File: config.mk
export PLATFORM = sky130hd
export DESIGN_NAME = rx_frame_packer_flat
export DESIGN_NICKNAME = d
export VERILOG_FILES = /design/src/rtl/rx_pkg.sv /design/src/rtl/rx_frame_packer_if.sv /design/src/rtl/rx_sync_fifo.sv /design/src/rtl/rx_frame_packer.sv /design/src/flat_wrapper.sv
export SDC_FILE = /design/constraint.sdc
export NUM_CORES = 1
export LEC_CHECK = 0
export BUFFER_PORTS_ARGS = -buffer_cell sky130_fd_sc_hd__buf_4
export CORE_MARGIN = 10
export CORE_UTILIZATION = 46
export CTS_BUF_LIST = sky130_fd_sc_hd__clkbuf_8
export DETAILED_ROUTE_END_ITERATION = 8
export MAX_ROUTING_LAYER = met4
export PLACE_DENSITY = 0.73
export SYNTH_ARGS = -nofsm -noshare
export SYNTH_HDL_FRONTEND = slang
export SYNTH_HIERARCHICAL = 1
export SYNTH_SLANG_ARGS = --single-unit
File: constraint.sdc
create_clock -name aclk -period 6 [get_ports aclk]
set_input_delay 0.3 -clock aclk [delete_from_list [all_inputs] [get_ports aclk]]
set_output_delay 0.3 -clock aclk [all_outputs]
set_load 0.005 [all_outputs]
File: src/rtl/rx_pkg.sv
// Shared types and constants for the receiver word packer.
package rx_pkg;

  typedef enum logic [1:0] {
    IDLE  = 2'd0,
    FRAME = 2'd1,
    CLOSE = 2'd2
  } state_e;

  localparam int DEF_DATA_WIDTH   = 32;
  localparam int DEF_FIFO_DEPTH   = 16;
  localparam int DEF_FRAME_WORDS  = 8;
  localparam int DEF_IDLE_TIMEOUT = 64;
  localparam int OVF_W            = 16;

  // Increment that sticks at all-ones instead of wrapping.
  function automatic logic [OVF_W-1:0] sat_inc(input logic [OVF_W-1:0] v);
    logic [OVF_W-1:0] r;
    if (v == {OVF_W{1'b1}}) begin
      r = v;
    end else begin
      r = v + {{(OVF_W-1){1'b0}}, 1'b1};
    end
    return r;
  endfunction

endpackage

File: src/rtl/rx_frame_packer_if.sv
// Word input and AXI4-Stream output of the frame packer.
// "master" is the packer side (it sources the stream); "slave" is the
// surrounding environment that feeds words and sinks the stream.
interface rx_frame_packer_if
  import rx_pkg::*;
#(
  parameter int DATA_WIDTH = DEF_DATA_WIDTH
) ();

  logic [DATA_WIDTH-1:0] s_data;
  logic                  s_valid;
  logic                  s_ready;
  logic                  flush;
  logic [DATA_WIDTH-1:0] m_axis_tdata;
  logic                  m_axis_tvalid;
  logic                  m_axis_tready;
  logic                  m_axis_tlast;
  logic                  m_axis_tuser;

  modport master (
    input  s_data, s_valid, flush, m_axis_tready,
    output s_ready, m_axis_tdata, m_axis_tvalid, m_axis_tlast, m_axis_tuser
  );

  modport slave (
    output s_data, s_valid, flush, m_axis_tready,
    input  s_ready, m_axis_tdata, m_axis_tvalid, m_axis_tlast, m_axis_tuser
  );

endinterface

File: src/rtl/rx_sync_fifo.sv
// Synchronous FIFO with wrap-bit pointers and a look-ahead head read.
module rx_sync_fifo
  import rx_pkg::*;
#(
  parameter int DATA_WIDTH = DEF_DATA_WIDTH,
  parameter int DEPTH      = DEF_FIFO_DEPTH
) (
  input  logic                     aclk,
  input  logic                     aresetn,
  input  logic                     wr_en,
  input  logic [DATA_WIDTH-1:0]    wr_data,
  input  logic                     rd_en,
  output logic [DATA_WIDTH-1:0]    rd_data,
  output logic [$clog2(DEPTH):0]   count,
  output logic                     full,
  output logic                     empty
);

  localparam int AW = $clog2(DEPTH);
  localparam logic [AW:0] PTR_ONE = {{AW{1'b0}}, 1'b1};

  logic [DATA_WIDTH-1:0] mem_r [DEPTH];
  logic [AW:0]           wr_ptr_r;
  logic [AW:0]           rd_ptr_r;
  logic                  wr_ok_s;
  logic                  rd_ok_s;

  // Same index with differing wrap bits means every slot is occupied.
  assign full    = (wr_ptr_r[AW] != rd_ptr_r[AW]) && (wr_ptr_r[AW-1:0] == rd_ptr_r[AW-1:0]);
  assign empty   = (wr_ptr_r == rd_ptr_r);
  assign count   = wr_ptr_r - rd_ptr_r;
  assign rd_data = mem_r[rd_ptr_r[AW-1:0]];
  assign wr_ok_s = wr_en && !full;
  assign rd_ok_s = rd_en && !empty;

  // Storage array; contents are don't-care until written.
  always_ff @(posedge aclk) begin
    if (wr_ok_s) begin
      mem_r[wr_ptr_r[AW-1:0]] <= wr_data;
    end
  end

  // Advance read and write pointers.
  always_ff @(posedge aclk or negedge aresetn) begin
    if (!aresetn) begin
      wr_ptr_r <= {(AW+1){1'b0}};
      rd_ptr_r <= {(AW+1){1'b0}};
    end else begin
      if (wr_ok_s) begin
        wr_ptr_r <= wr_ptr_r + PTR_ONE;
      end
      if (rd_ok_s) begin
        rd_ptr_r <= rd_ptr_r + PTR_ONE;
      end
    end
  end

endmodule

File: src/rtl/rx_frame_packer.sv
// Buffers receiver words and emits them as AXI4-Stream frames of FRAME_WORDS
// beats. The last buffered word is held back so tlast can still be placed on
// it; an idle timeout or a flush closes a partial frame with tuser set.
module rx_frame_packer
  import rx_pkg::*;
#(
  parameter int DATA_WIDTH   = DEF_DATA_WIDTH,
  parameter int FIFO_DEPTH   = DEF_FIFO_DEPTH,
  parameter int FRAME_WORDS  = DEF_FRAME_WORDS,
  parameter int IDLE_TIMEOUT = DEF_IDLE_TIMEOUT
) (
  input  logic                        aclk,
  input  logic                        aresetn,
  rx_frame_packer_if.master           bus,
  output logic [$clog2(FIFO_DEPTH):0] fifo_level,
  output logic [OVF_W-1:0]            overflow_count
);

  localparam int CNT_W  = $clog2(FIFO_DEPTH) + 1;
  localparam int BEAT_W = $clog2(FRAME_WORDS);
  localparam int IDLE_W = $clog2(IDLE_TIMEOUT + 1);

  localparam logic [CNT_W-1:0]  CNT_ONE   = CNT_W'(1);
  localparam logic [CNT_W-1:0]  CNT_TWO   = CNT_W'(2);
  localparam logic [BEAT_W-1:0] BEAT_ZERO = {BEAT_W{1'b0}};
  localparam logic [BEAT_W-1:0] BEAT_ONE  = BEAT_W'(1);
  localparam logic [BEAT_W-1:0] BEAT_LAST = BEAT_W'(FRAME_WORDS - 1);
  localparam logic [IDLE_W-1:0] IDLE_ZERO = {IDLE_W{1'b0}};
  localparam logic [IDLE_W-1:0] IDLE_ONE  = IDLE_W'(1);
  localparam logic [IDLE_W-1:0] IDLE_MAX  = IDLE_W'(IDLE_TIMEOUT);

  logic [CNT_W-1:0]      cnt_s;
  logic                  full_s;
  logic                  empty_s;
  logic [DATA_WIDTH-1:0] rd_data_s;
  logic                  wr_en_s;
  logic                  out_free_s;
  logic                  close_req_s;
  logic                  can_pop_s;
  logic                  pop_s;
  logic                  pop_last_s;
  logic                  pop_user_s;
  state_e                state_s;

  state_e                state_r;
  logic [BEAT_W-1:0]     beat_cnt_r;
  logic [IDLE_W-1:0]     idle_cnt_r;
  logic                  flush_pend_r;
  logic [DATA_WIDTH-1:0] tdata_r;
  logic                  tvalid_r;
  logic                  tlast_r;
  logic                  tuser_r;
  logic [OVF_W-1:0]      ovf_r;

  rx_sync_fifo #(
    .DATA_WIDTH (DATA_WIDTH),
    .DEPTH      (FIFO_DEPTH)
  ) u_fifo (
    .aclk    (aclk),
    .aresetn (aresetn),
    .wr_en   (wr_en_s),
    .wr_data (bus.s_data),
    .rd_en   (pop_s),
    .rd_data (rd_data_s),
    .count   (cnt_s),
    .full    (full_s),
    .empty   (empty_s)
  );

  assign bus.s_ready        = !full_s;
  assign wr_en_s            = bus.s_valid && !full_s;
  assign out_free_s         = !tvalid_r || bus.m_axis_tready;
  assign close_req_s        = (idle_cnt_r == IDLE_MAX) || flush_pend_r;
  assign pop_s              = can_pop_s && out_free_s;

  assign bus.m_axis_tdata   = tdata_r;
  assign bus.m_axis_tvalid  = tvalid_r;
  assign bus.m_axis_tlast   = tlast_r;
  assign bus.m_axis_tuser   = tuser_r;
  assign fifo_level         = cnt_s;
  assign overflow_count     = ovf_r;

  // Decide whether the head word may leave and how it is marked.
  always_comb begin
    can_pop_s  = 1'b0;
    pop_last_s = 1'b0;
    pop_user_s = 1'b0;
    if (cnt_s >= CNT_TWO) begin
      can_pop_s  = 1'b1;
      pop_last_s = (beat_cnt_r == BEAT_LAST);
    end else if (cnt_s == CNT_ONE) begin
      if (beat_cnt_r == BEAT_LAST) begin
        can_pop_s  = 1'b1;
        pop_last_s = 1'b1;
      end else if (close_req_s) begin
        can_pop_s  = 1'b1;
        pop_last_s = 1'b1;
        pop_user_s = 1'b1;
      end else begin
        can_pop_s  = 1'b0;
      end
    end else begin
      can_pop_s = 1'b0;
    end
  end

  // Frame state next-state logic.
  always_comb begin
    state_s = state_r;
    case (state_r)
      IDLE: begin
        if (pop_s && !pop_last_s) begin
          state_s = FRAME;
        end else begin
          state_s = IDLE;
        end
      end
      FRAME: begin
        if (pop_s && pop_last_s) begin
          state_s = IDLE;
        end else if (close_req_s && !out_free_s) begin
          state_s = CLOSE;
        end else begin
          state_s = FRAME;
        end
      end
      CLOSE: begin
        if (pop_s && pop_last_s) begin
          state_s = IDLE;
        end else begin
          state_s = CLOSE;
        end
      end
      default: state_s = IDLE;
    endcase
  end

  // Frame state register.
  always_ff @(posedge aclk or negedge aresetn) begin
    if (!aresetn) begin
      state_r <= IDLE;
    end else begin
      state_r <= state_s;
    end
  end

  // Beat position within the current frame.
  always_ff @(posedge aclk or negedge aresetn) begin
    if (!aresetn) begin
      beat_cnt_r <= BEAT_ZERO;
    end else if (pop_s) begin
      beat_cnt_r <= pop_last_s ? BEAT_ZERO : beat_cnt_r + BEAT_ONE;
    end
  end

  // Idle time of a lone held word, saturating at the timeout.
  always_ff @(posedge aclk or negedge aresetn) begin
    if (!aresetn) begin
      idle_cnt_r <= IDLE_ZERO;
    end else if (wr_en_s || pop_s) begin
      idle_cnt_r <= IDLE_ZERO;
    end else if (cnt_s == CNT_ONE) begin
      if (idle_cnt_r != IDLE_MAX) begin
        idle_cnt_r <= idle_cnt_r + IDLE_ONE;
      end
    end else begin
      idle_cnt_r <= IDLE_ZERO;
    end
  end

  // Pending flush; a flush with nothing buffered and no open frame is dropped,
  // and the closing pop retires it (winning over a coincident new flush).
  always_ff @(posedge aclk or negedge aresetn) begin
    if (!aresetn) begin
      flush_pend_r <= 1'b0;
    end else if (pop_s && pop_last_s) begin
      flush_pend_r <= 1'b0;
    end else if (bus.flush && !(empty_s && (beat_cnt_r == BEAT_ZERO))) begin
      flush_pend_r <= 1'b1;
    end
  end

  // Stream output register: load on pop, go invalid when free and idle.
  always_ff @(posedge aclk or negedge aresetn) begin
    if (!aresetn) begin
      tdata_r  <= {DATA_WIDTH{1'b0}};
      tvalid_r <= 1'b0;
      tlast_r  <= 1'b0;
      tuser_r  <= 1'b0;
    end else if (pop_s) begin
      tdata_r  <= rd_data_s;
      tvalid_r <= 1'b1;
      tlast_r  <= pop_last_s;
      tuser_r  <= pop_user_s;
    end else if (out_free_s) begin
      tvalid_r <= 1'b0;
      tlast_r  <= 1'b0;
      tuser_r  <= 1'b0;
    end
  end

  // Count cycles in which an offered word was refused.
  always_ff @(posedge aclk or negedge aresetn) begin
    if (!aresetn) begin
      ovf_r <= {OVF_W{1'b0}};
    end else if (bus.s_valid && full_s) begin
      ovf_r <= sat_inc(ovf_r);
    end
  end

endmodule

File: src/flat_wrapper.sv
// flat-port wrapper written by rule: the top's interface ports become plain ports
module rx_frame_packer_flat import rx_pkg::*;
#(
  parameter int DATA_WIDTH   = DEF_DATA_WIDTH,
  parameter int FIFO_DEPTH   = DEF_FIFO_DEPTH,
  parameter int FRAME_WORDS  = DEF_FRAME_WORDS,
  parameter int IDLE_TIMEOUT = DEF_IDLE_TIMEOUT
)
  (aclk, aresetn, fifo_level, overflow_count, bus_s_data, bus_s_valid, bus_flush, bus_m_axis_tready, bus_s_ready, bus_m_axis_tdata, bus_m_axis_tvalid, bus_m_axis_tlast, bus_m_axis_tuser);
  rx_frame_packer_if #(.DATA_WIDTH(DATA_WIDTH)) bus_i ();
  input  logic aclk;
  input  logic aresetn;
  output logic [$clog2(FIFO_DEPTH):0] fifo_level;
  output logic [OVF_W-1:0] overflow_count;
  input wire logic [$bits(bus_i.s_data)-1:0] bus_s_data;
  input wire logic [$bits(bus_i.s_valid)-1:0] bus_s_valid;
  input wire logic [$bits(bus_i.flush)-1:0] bus_flush;
  input wire logic [$bits(bus_i.m_axis_tready)-1:0] bus_m_axis_tready;
  output wire logic [$bits(bus_i.s_ready)-1:0] bus_s_ready;
  output wire logic [$bits(bus_i.m_axis_tdata)-1:0] bus_m_axis_tdata;
  output wire logic [$bits(bus_i.m_axis_tvalid)-1:0] bus_m_axis_tvalid;
  output wire logic [$bits(bus_i.m_axis_tlast)-1:0] bus_m_axis_tlast;
  output wire logic [$bits(bus_i.m_axis_tuser)-1:0] bus_m_axis_tuser;
  assign bus_i.s_data = bus_s_data;
  assign bus_i.s_valid = bus_s_valid;
  assign bus_i.flush = bus_flush;
  assign bus_i.m_axis_tready = bus_m_axis_tready;
  assign bus_s_ready = bus_i.s_ready;
  assign bus_m_axis_tdata = bus_i.m_axis_tdata;
  assign bus_m_axis_tvalid = bus_i.m_axis_tvalid;
  assign bus_m_axis_tlast = bus_i.m_axis_tlast;
  assign bus_m_axis_tuser = bus_i.m_axis_tuser;
  rx_frame_packer #(.DATA_WIDTH(DATA_WIDTH), .FIFO_DEPTH(FIFO_DEPTH), .FRAME_WORDS(FRAME_WORDS), .IDLE_TIMEOUT(IDLE_TIMEOUT)) u_core (.aclk(aclk), .aresetn(aresetn), .bus(bus_i), .fifo_level(fifo_level), .overflow_count(overflow_count));
endmodule
==> run summary, run 1 <==
CRITICAL PATH
------------------------------------------------------------------------------------
Required time of the critical path ....................................      6.53 ns
Type of origin of the critical path ...................................    flip-flop
Critical path endpoint category .......................................    flip-flop
Crit path kind ........................................................ flip-flop to flip-flop
Arrival time worst endpoint ...........................................      4.49 ns
Critical-path maximum fanout ..........................................           37

POWER
------------------------------------------------------------------------------------
P per Cell Area .......................................................  461 nW/um^2
Combinational share of power ..........................................        31.3%
Worst voltage drop across the vdd grid ................................       293 uV
Power share of the sequential group ...................................        43.4%
Power consumption .....................................................      12.3 mW
Reported leakage power ................................................      9.30 nW
Net Sw Power ..........................................................      3.88 mW
Clock network fraction of design power ................................        25.3%
Internal ..............................................................      8.38 mW
Share of total power consumed by net switching ........................        31.7%

FINAL LAYOUT
------------------------------------------------------------------------------------
Post-route design area ................................................  26600 sq um
Storage cell area .....................................................  17200 sq um
Total area of multi-input combinational cells .........................   5600 sq um
Commonest non-fill, non-tap cells in the layout ....................... edfxtp_1 (512), buf_4 (112), clkbuf_8 (97)
Fill count ............................................................         3892
Most common cell after layout, fill and taps aside ....................     edfxtp_1
Final net count .......................................................         1387
Growth of design area from synthesis to finish ........................        14.9%
Fraction of final layout cells sized beyond drive strength 1 ..........        26.7%
Final instance count without filler cells .............................         2082

FLOORPLAN
------------------------------------------------------------------------------------
DIE AREA ..............................................................  59700 sq um
Core area .............................................................  50000 sq um
Initial standard-cell utilization of the core .........................        46.3%
Horizontal die dimension ..............................................       244 um
Rows ..................................................................           82
Die Ht ................................................................       244 um
# IOs .................................................................           94

TIMING
------------------------------------------------------------------------------------
Number of failing setup endpoints in the final timing report ..........            0
Peak clock frequency supported by timing ..............................      253 MHz
Setup Total Neg Slack .................................................         0 ns
Normalized max-slew margin ............................................        17.5%
Count of endpoints failing hold in the final timing report ............            0
Time the worst path needs with I/O delays and setup ...................      3.96 ns
RSZ-0062 raised after global routing ..................................        false
Slew Limit Fails ......................................................            0
Final setup skew ......................................................    0.0154 ns
Transition time at the pin with the least slew margin .................      1.24 ns
Final cycle utilization of the critical path ..........................        65.9%

GLOBAL ROUTE
------------------------------------------------------------------------------------
Number of antenna violations at the first check in global routing .....            1
Global route total overflow ...........................................            0
Via count of the first global-routing pass ............................        12.5k
All-Layer GR Usage ....................................................        16.9%
First-pass GRT wire length ............................................     75700 um
Maximum number of pins on one net before global-route repair ..........           73

CLOCK TREE
------------------------------------------------------------------------------------
Number of buffers on the longest clock path ...........................            3
Clock insertion delay at the later pin of the skew report .............      0.65 ns
Reg clk slew, reported paths ..........................................      0.06 ns
CTS tree ..............................................................         done
Total clock sinks .....................................................          584
Setup bufs post-CTS ...................................................            0
Number of gates resized after CTS .....................................            0
Total clock buffers created by CTS ....................................           91
Clock root buffer master ..............................................     clkbuf_8
Maximum level of the CTS H-tree .......................................            3

LOGIC SYNTHESIS
------------------------------------------------------------------------------------
Proportion of synthesized flip-flops having asynchronous set or reset .        12.3%
Sequential area share after synthesis .................................        74.2%
Number of warnings issued by yosys ....................................            6
Primary FF master, synth ..............................................     edfxtp_1
Post-Syn Instances ....................................................         1152
Synthesized area ......................................................  23100 sq um
Net count after synthesis .............................................         1205
Flops & latches, synth ................................................          584
Distinct cell type count after synthesis ..............................           50
Yosys top cell by area ................................................     edfxtp_1
Ranking of synthesized cells by area .................................. edfxtp_1 (66%), mux4_2 (8.5%), dfrtp_1 (7.8%)
Mean instance size in the synthesized netlist .........................   20.1 sq um
Number of synthesized flops with an enable pin ........................          512
Proportion of netlist area held by the largest area contributor .......        66.5%

PLACE
------------------------------------------------------------------------------------
Instance count after placement with tap cells included ................         1879
DPL Wire Length .......................................................     27600 um
Gpl congestion ........................................................        0.769
Port buffer count .....................................................           93
Placed cell areas .....................................................  24500 sq um

ROUTE
------------------------------------------------------------------------------------
Drt total wl ..........................................................     48600 um
Number of detailed-routing iterations run before antenna repair .......            7
Iteration-0 DRC Markers ...............................................          881
Via/cell ratio ........................................................         5.60
Average detailed-routed wire length per instance ......................      23.4 um
Remaining routing DRC violations ......................................            0
Count of vias placed by the detailed router ...........................        11.7k
DRT antenna net count .................................................            0

JOB
------------------------------------------------------------------------------------
Max-cap violations ....................................................            0

OUTCOME
------------------------------------------------------------------------------------
Outcome ............................................................... finished, final reports clean

MIN PATH
------------------------------------------------------------------------------------
Hold WC Path Type ..................................................... input port to flip-flop

per-layer routing:
layer / GRT usage (%) / part of all wire (%)
met3: 3.64 / 6.0
met2: 26.8 / 49
met1: 21.8 / 43
met4: 4.57 / 1.8
met5: - / 0
area by class of cell:
| class | count | area share (%) |
|---|---|---|
| sequential | 584 | 64.6 |
| inverter | 18 | 0.254 |
| timing repair buffer | 146 | 4.44 |
| antenna | 1 | 0.00941 |
| clock buffer | 97 | 5.02 |
| tap | 672 | 3.16 |
| multi-input combinational | 493 | 21.1 |
| clock inverter | 71 | 1.42 |
final timing paths:
check | depth (start not counted) | startpoint | endpoint | slack [ns]
setup / recovery | 12 | u_core/u_fifo/rd_ptr_r[1] | u_core/u_fifo/rd_ptr_r[4] | 2.04
setup reg to reg | 12 | u_core/u_fifo/rd_ptr_r[1] | u_core/u_fifo/rd_ptr_r[4] | 2.04
hold reg to reg | 1 | u_core/bus.m_axis_tlast | u_core/bus.m_axis_tlast | 0.48
min in group asynchronous | 2 | aresetn | u_core/u_fifo/wr_ptr_r[3] | 0.40
hold / removal | 4 | bus_s_valid | u_core/overflow_count[15] | 0.1
max in group asynchronous | 2 | aresetn | u_core/u_fifo/rd_ptr_r[0] | 4.81
per-stage QoR:
stage / hold slack [ns] / util (%) / setup slack (ns)
6_report: 0.0978 / 53.2 / 2.04
5_1_grt: 0.0706 / 53.2 / 1.75
4_1_cts: 0.0499 / 53.2 / 1.98
3_5_place_dp: 0.472 / 49.1 / 2.02
3_3_place_gp: 0.466 / 49.1 / 2.15
2_1_floorplan: 0.00441 / - / 0.613
registers in the layout (all words and copies together) (netlist names):
name and count:
u_core/overflow_count 16, u_core/flush_pend_r 1, u_core/bus.m_axis_tdata 32, u_core/bus.m_axis_tvalid 1, u_core/u_fifo/rd_ptr_r 5, u_core/bus.m_axis_tlast 1, u_core/idle_cnt_r 7, u_core/bus.m_axis_tuser 1
u_core/u_fifo/wr_ptr_r 5, u_core/beat_cnt_r 3, u_core/u_fifo/mem_r 512
cell usage after synthesis (all sizes together), types with 2 or more instances:
cell type and n:
nor3 5, nand2 23, edfxtp 512, mux2 34, xor2 12, dfrtp 72
clkbuf 15, nor2b 2, mux2i 96, nand4 10, a21oi 4, ha 15
nor4 11, and2 7, o21a 2, buf 42, and3 8, and4 3
a22oi 32, a32oi 32, mux4 96, nand3 9, nor2 20, xnor2 20
inv 18, o21ai 38, a21o 3
power groups by stage:
stage	sequential, mW	combinational [mW]	clock [mW]
2_1_floorplan	5.22	2.81	0
3_3_place_gp	5.39	3.79	0
3_5_place_dp	5.40	3.87	0
4_1_cts	5.33	3.90	3.19
5_1_grt	5.38	4.16	3.38
6_report	5.32	3.84	3.11
logic make-up (layout without fill, tap and decap cells):
group / after synthesis / count (layout) / share of synthesized area [%]
and+or+nand+nor: 103 / 103 / 2.42
other: 0 / 1 / 0
adders and majority gates: 16 / 16 / 0.898
xor gates and xnor gates: 32 / 32 / 1.24
muxes: 226 / 226 / 15.7
DFF: 584 / 584 / 74.2
buffers and inverters: 75 / 332 / 1.90
AOI/OAI and AO/OA: 116 / 116 / 3.60
critical path: stages (launching register included):
cell       delay, ns
dfrtp_4         0.80
inv_1           0.22
fa_1            0.47
a21o_1          0.20
a21oi_1         0.19
xnor2_1         0.19
or4_4           0.20
a2111oi_4       0.04
nor3_2          0.19
buf_4           0.49
a21boi_1        0.48
nand4_1         0.19
xnor2_1         0.17
what timing repair did:
item                       4_1_cts  5_1_grt
hold buffers                    34        0
hold endpoints to repair       585        0
setup endpoints to repair        0        0
No activity file was read; power rests on OpenSTA's default activity.
==> inputs of run 2 (changes only) <==
- ABC_AREA: unset -> 1
- clock period: 6 -> 3.8 ns (I/O delays scaled with it)
==> run 2 against run 1 <==
Utilization decreased by 0.37 points. Final cell count up 75%. Final area increased by 12%. Sequential cell count is the same. First-iteration DRC count up 94%. Clock skew up 0.023 ns. Area after synthesis rose by 13%. Global-route usage grew 2.6 points. Fmax is 26% higher. Critical endpoint is now u_core/u_fifo/mem_r[4][19].
==> run summary, run 2 <==
ROUTE
------------------------------------------------------------------------------------
Via/cell ratio ........................................................         5.00   was 5.60
Average detailed-routed wire length per instance ......................      17.5 um   was 23.4 um
DRT antenna net count .................................................            0   unchanged
Count of vias placed by the detailed router ...........................        18.2k   was 11.7k
Iteration-0 DRC Markers ...............................................         1709   was 881
Drt total wl ..........................................................     63800 um   was 48600 um
Remaining routing DRC violations ......................................            0   unchanged
Number of detailed-routing iterations run before antenna repair .......            6   was 7

TIMING
------------------------------------------------------------------------------------
Number of failing setup endpoints in the final timing report ..........            0   unchanged
Slew Limit Fails ......................................................            0   unchanged
Normalized max-slew margin ............................................       0.163%   was 17.5%
Final cycle utilization of the critical path ..........................        82.8%   was 65.9%
Final setup skew ......................................................    0.0380 ns   was 0.0154 ns
Peak clock frequency supported by timing ..............................      318 MHz   was 253 MHz
Count of endpoints failing hold in the final timing report ............            0   unchanged
Worst hold-check slack ................................................    0.0651 ns   was 0.0978 ns
Setup Total Neg Slack .................................................         0 ns   unchanged
RSZ-0062 raised after global routing ..................................        false   unchanged
Transition time at the pin with the least slew margin .................      1.50 ns   was 1.24 ns
Time the worst path needs with I/O delays and setup ...................      3.15 ns   was 3.96 ns

CLOCK TREE
------------------------------------------------------------------------------------
Total clock sinks .....................................................          584   unchanged
Total clock buffers created by CTS ....................................           93   was 91
Number of gates resized after CTS .....................................            0   unchanged
Number of buffers on the longest clock path ...........................            3   unchanged
CTS tree ..............................................................         done   unchanged
Maximum level of the CTS H-tree .......................................            3   unchanged
Clock root buffer master ..............................................     clkbuf_8   unchanged
Setup bufs post-CTS ...................................................            0   unchanged
Clock insertion delay at the later pin of the skew report .............      0.67 ns   was 0.65 ns
Reg clk slew, reported paths ..........................................      0.06 ns   about the same

MIN PATH
------------------------------------------------------------------------------------
Hold path endpoint .................................................... u_core/u_fifo/wr_ptr_r[2]   was u_core/overflow_count[15]
Hold WC Path Type ..................................................... input port to flip-flop   unchanged
Worst hold path startpoint ............................................  bus_s_valid   unchanged
Hold Path Cell Cnt ....................................................            5   was 4

POWER
------------------------------------------------------------------------------------
Reported leakage power ................................................      13.6 nW   was 9.30 nW
P per Cell Area .......................................................  694 nW/um^2   was 461 nW/um^2
Worst voltage drop across the vdd grid ................................      1100 uV   was 293 uV

FINAL LAYOUT
------------------------------------------------------------------------------------
Number of flip-flops in the largest register ..........................          512   unchanged
Fraction of final layout cells sized beyond drive strength 1 ..........        9.97%   was 26.7%
Final instance count without filler cells .............................         3646   was 2082
Final net count .......................................................         2863   was 1387
Growth of design area from synthesis to finish ........................        13.9%   was 14.9%
Most common cell after layout, fill and taps aside ....................      nand2_1   was edfxtp_1
Commonest non-fill, non-tap cells in the layout ....................... nand2_1 (945), inv_1 (558), edfxtp_1 (512)   was edfxtp_1 (512), buf_4 (112), clkbuf_8 (97)
Utilization of the core after routing .................................        52.8%   was 53.2%

CRITICAL PATH
------------------------------------------------------------------------------------
Internal reg-to-reg setup slack .......................................      0.65 ns   was 2.04 ns
Reg-to-reg critical path startpoint ................................... u_core/u_fifo/wr_ptr_r[2]   was u_core/u_fifo/rd_ptr_r[1]
Slowest stage cell, crit path .........................................       nor2_4   was dfrtp_4
Type of origin of the critical path ...................................    flip-flop   unchanged
Number of buffer and inverter stages on the critical path .............            3   was 2
Kind of cell adding the most delay to the critical path ............... simple AND/OR/NAND/NOR gates   was compound AO/OA/AOI/OAI gates
Required time of the critical path ....................................      4.15 ns   was 6.53 ns
Critical-path maximum fanout ..........................................           19   was 37
Crit path kind ........................................................ flip-flop to flip-flop   unchanged
Crit-path max cell delay ..............................................      0.51 ns   was 0.80 ns
Cell chain of the critical path ....................................... ha_1, nand2_1, nor2_1, nand2_1, inv_1, nor2_1, nand2_2, inv_1, nand2_1, nor2_4, buf_12   was inv_1, fa_1, a21o_1, a21oi_1, xnor2_1, or4_4, a2111oi_4, nor3_2, buf_4, a21boi_1, nand4_1, xnor2_1
Critical path endpoint category .......................................    flip-flop   unchanged
Arrival time worst endpoint ...........................................      3.50 ns   was 4.49 ns
Crit-path most repeated cell ..........................................      nand2_1   was xnor2_1
R2R cell count ........................................................           11   was 12
FF-to-FF End .......................................................... u_core/u_fifo/mem_r[4][19]   was u_core/u_fifo/rd_ptr_r[4]

FLOORPLAN
------------------------------------------------------------------------------------
# IOs .................................................................           94   unchanged
Die Ht ................................................................       258 um   was 244 um
Core area .............................................................  56300 sq um   was 50000 sq um
DIE AREA ..............................................................  66700 sq um   was 59700 sq um
Rows ..................................................................           87   was 82
Horizontal die dimension ..............................................       258 um   was 244 um
Initial standard-cell utilization of the core .........................        46.4%   was 46.3%

OUTCOME
------------------------------------------------------------------------------------
Outcome ............................................................... finished, final reports clean   unchanged

LOGIC SYNTHESIS
------------------------------------------------------------------------------------
Net count after synthesis .............................................         2714   was 1205
Sequential area share after synthesis .................................        65.8%   was 74.2%
Number of synthesized flops with an enable pin ........................          512   unchanged
Proportion of netlist area held by the largest area contributor .......        58.9%   was 66.5%
Synthesized area ......................................................  26100 sq um   was 23100 sq um
Proportion of synthesized flip-flops having asynchronous set or reset .        12.3%   unchanged
Post-Syn Instances ....................................................         2661   was 1152
Top-count cell post-synth .............................................      nand2_1   was edfxtp_1
Primary FF master, synth ..............................................     edfxtp_1   unchanged
Distinct cell type count after synthesis ..............................           29   was 50
Leading post-synthesis cells by instance count ........................ nand2_1 (945), inv_1 (522), edfxtp_1 (512)   was edfxtp_1 (512), mux2i_1 (96), mux4_2 (87)
Number of warnings issued by yosys ....................................            6   unchanged
Mean instance size in the synthesized netlist .........................   9.81 sq um   was 20.1 sq um
Ranking of synthesized cells by area .................................. edfxtp_1 (59%), nand2_1 (14%), inv_1 (7.5%)   was edfxtp_1 (66%), mux4_2 (8.5%), dfrtp_1 (7.8%)
Yosys top cell by area ................................................     edfxtp_1   unchanged
Flops & latches, synth ................................................          584   unchanged

GLOBAL ROUTE
------------------------------------------------------------------------------------
Maximum number of pins on one net before global-route repair ..........          258   was 73
Number of antenna violations at the first check in global routing .....            2   was 1
Via count of the first global-routing pass ............................        18.1k   was 12.5k
First-pass GRT wire length ............................................     99600 um   was 75700 um
Global route total overflow ...........................................            0   unchanged
All-Layer GR Usage ....................................................        19.5%   was 16.9%

PLACE
------------------------------------------------------------------------------------
Instance count after placement with tap cells included ................         3436   was 1879
Gpl congestion ........................................................        0.807   was 0.769
Port buffer count .....................................................           93   unchanged
DPL Wire Length .......................................................     36500 um   was 27600 um

JOB
------------------------------------------------------------------------------------
Max-cap violations ....................................................            0   unchanged

## run 2: cell count changes after synthesis, moves of 33 or more
cell	delta
buf_2	+38
mux2i_1	-96
o21ai_1	-33
inv_1	+505
nand3_1	+358
nand2_1	+922
mux4_2	-87
## run 2: worst max-delay path by stage
stage / start / end / slack (ns) / cells past startpoint
after floorplan: u_core/u_fifo/rd_ptr_r[2] / u_core/u_fifo/mem_r[0][0] / 0.1 / 13
after global placement: u_core/u_fifo/wr_ptr_r[2] / u_core/u_fifo/mem_r[4][23] / 0.76 / 11
after detailed placement: u_core/u_fifo/wr_ptr_r[0] / u_core/u_fifo/mem_r[4][19] / 0.76 / 12
after CTS: u_core/u_fifo/wr_ptr_r[2] / u_core/u_fifo/mem_r[4][14] / 0.72 / 11
after global routing: u_core/u_fifo/wr_ptr_r[2] / u_core/u_fifo/mem_r[4][14] / 0.47 / 11
final: u_core/u_fifo/wr_ptr_r[2] / u_core/u_fifo/mem_r[4][19] / 0.65 / 11
## run 2: cell type report
type	instances	area, sq um
clock buffers	103	1420
diodes	2	5.00
well taps	756	946
multi-input cells	1437	6380
flip-flops and latches	584	17200
fillers	4823	26500
inverters	525	1980
repair buffers	169	1510
clock inverters	70	318
## run 2: metal layers
metal / wire length (um) / global-route usage [%] / vias up
li1: - / - / 8668
met1: 26400 / 24.6 / 8681
met2: 30100 / 30.8 / 756
met3: 5700 / 3.82 / 123
met4: 1670 / 7.29 / 0
met5: 0 / - / -
## run 2: per-stage QoR
step | total power [mW] | area, sq um | setup slack (ns)
finish | 20.7 | 29700 | 0.652
floorplan | 13.3 | 26100 | 0.0971
global placement | 15.6 | 27600 | 0.763
detailed placement | 15.7 | 27600 | 0.756
global route | 22.0 | 29700 | 0.474
CTS | 20.7 | 29700 | 0.725
## run 2: what timing repair did
item	CTS	global route
hold endpoints to repair	563	0
hold buffers	35	0
setup endpoints to repair	0	0
## run 2: where the power goes
group | leakage [nW] | switching [mW] | internal [mW] | total, mW
logic | 7.06 | 5.15 | 2.37 | 7.52
registers | 5.52 | 0.358 | 7.83 | 8.19
clock network | 1.02 | 2.39 | 2.55 | 4.94
## run 2: worst reg2reg max path: cells and delay by family (launching register included)
family                     cells  cell delay, ns
adders and majority gates      1            0.40
buffers and inverters          3            0.55
DFF                            1            0.48
and+or+nand+nor                7            1.40
## run 2: cell families (layout without fill, tap and decap cells)
family	after synthesis	after routing	share of synthesized area, %
buf+inv	640	867	10.2
other cells	0	2	0
flops	584	584	65.8
fa+ha+maj	16	16	0.796
simple gates	1377	1377	21.9
xor+xnor	31	31	1.04
compound gates	13	13	0.264
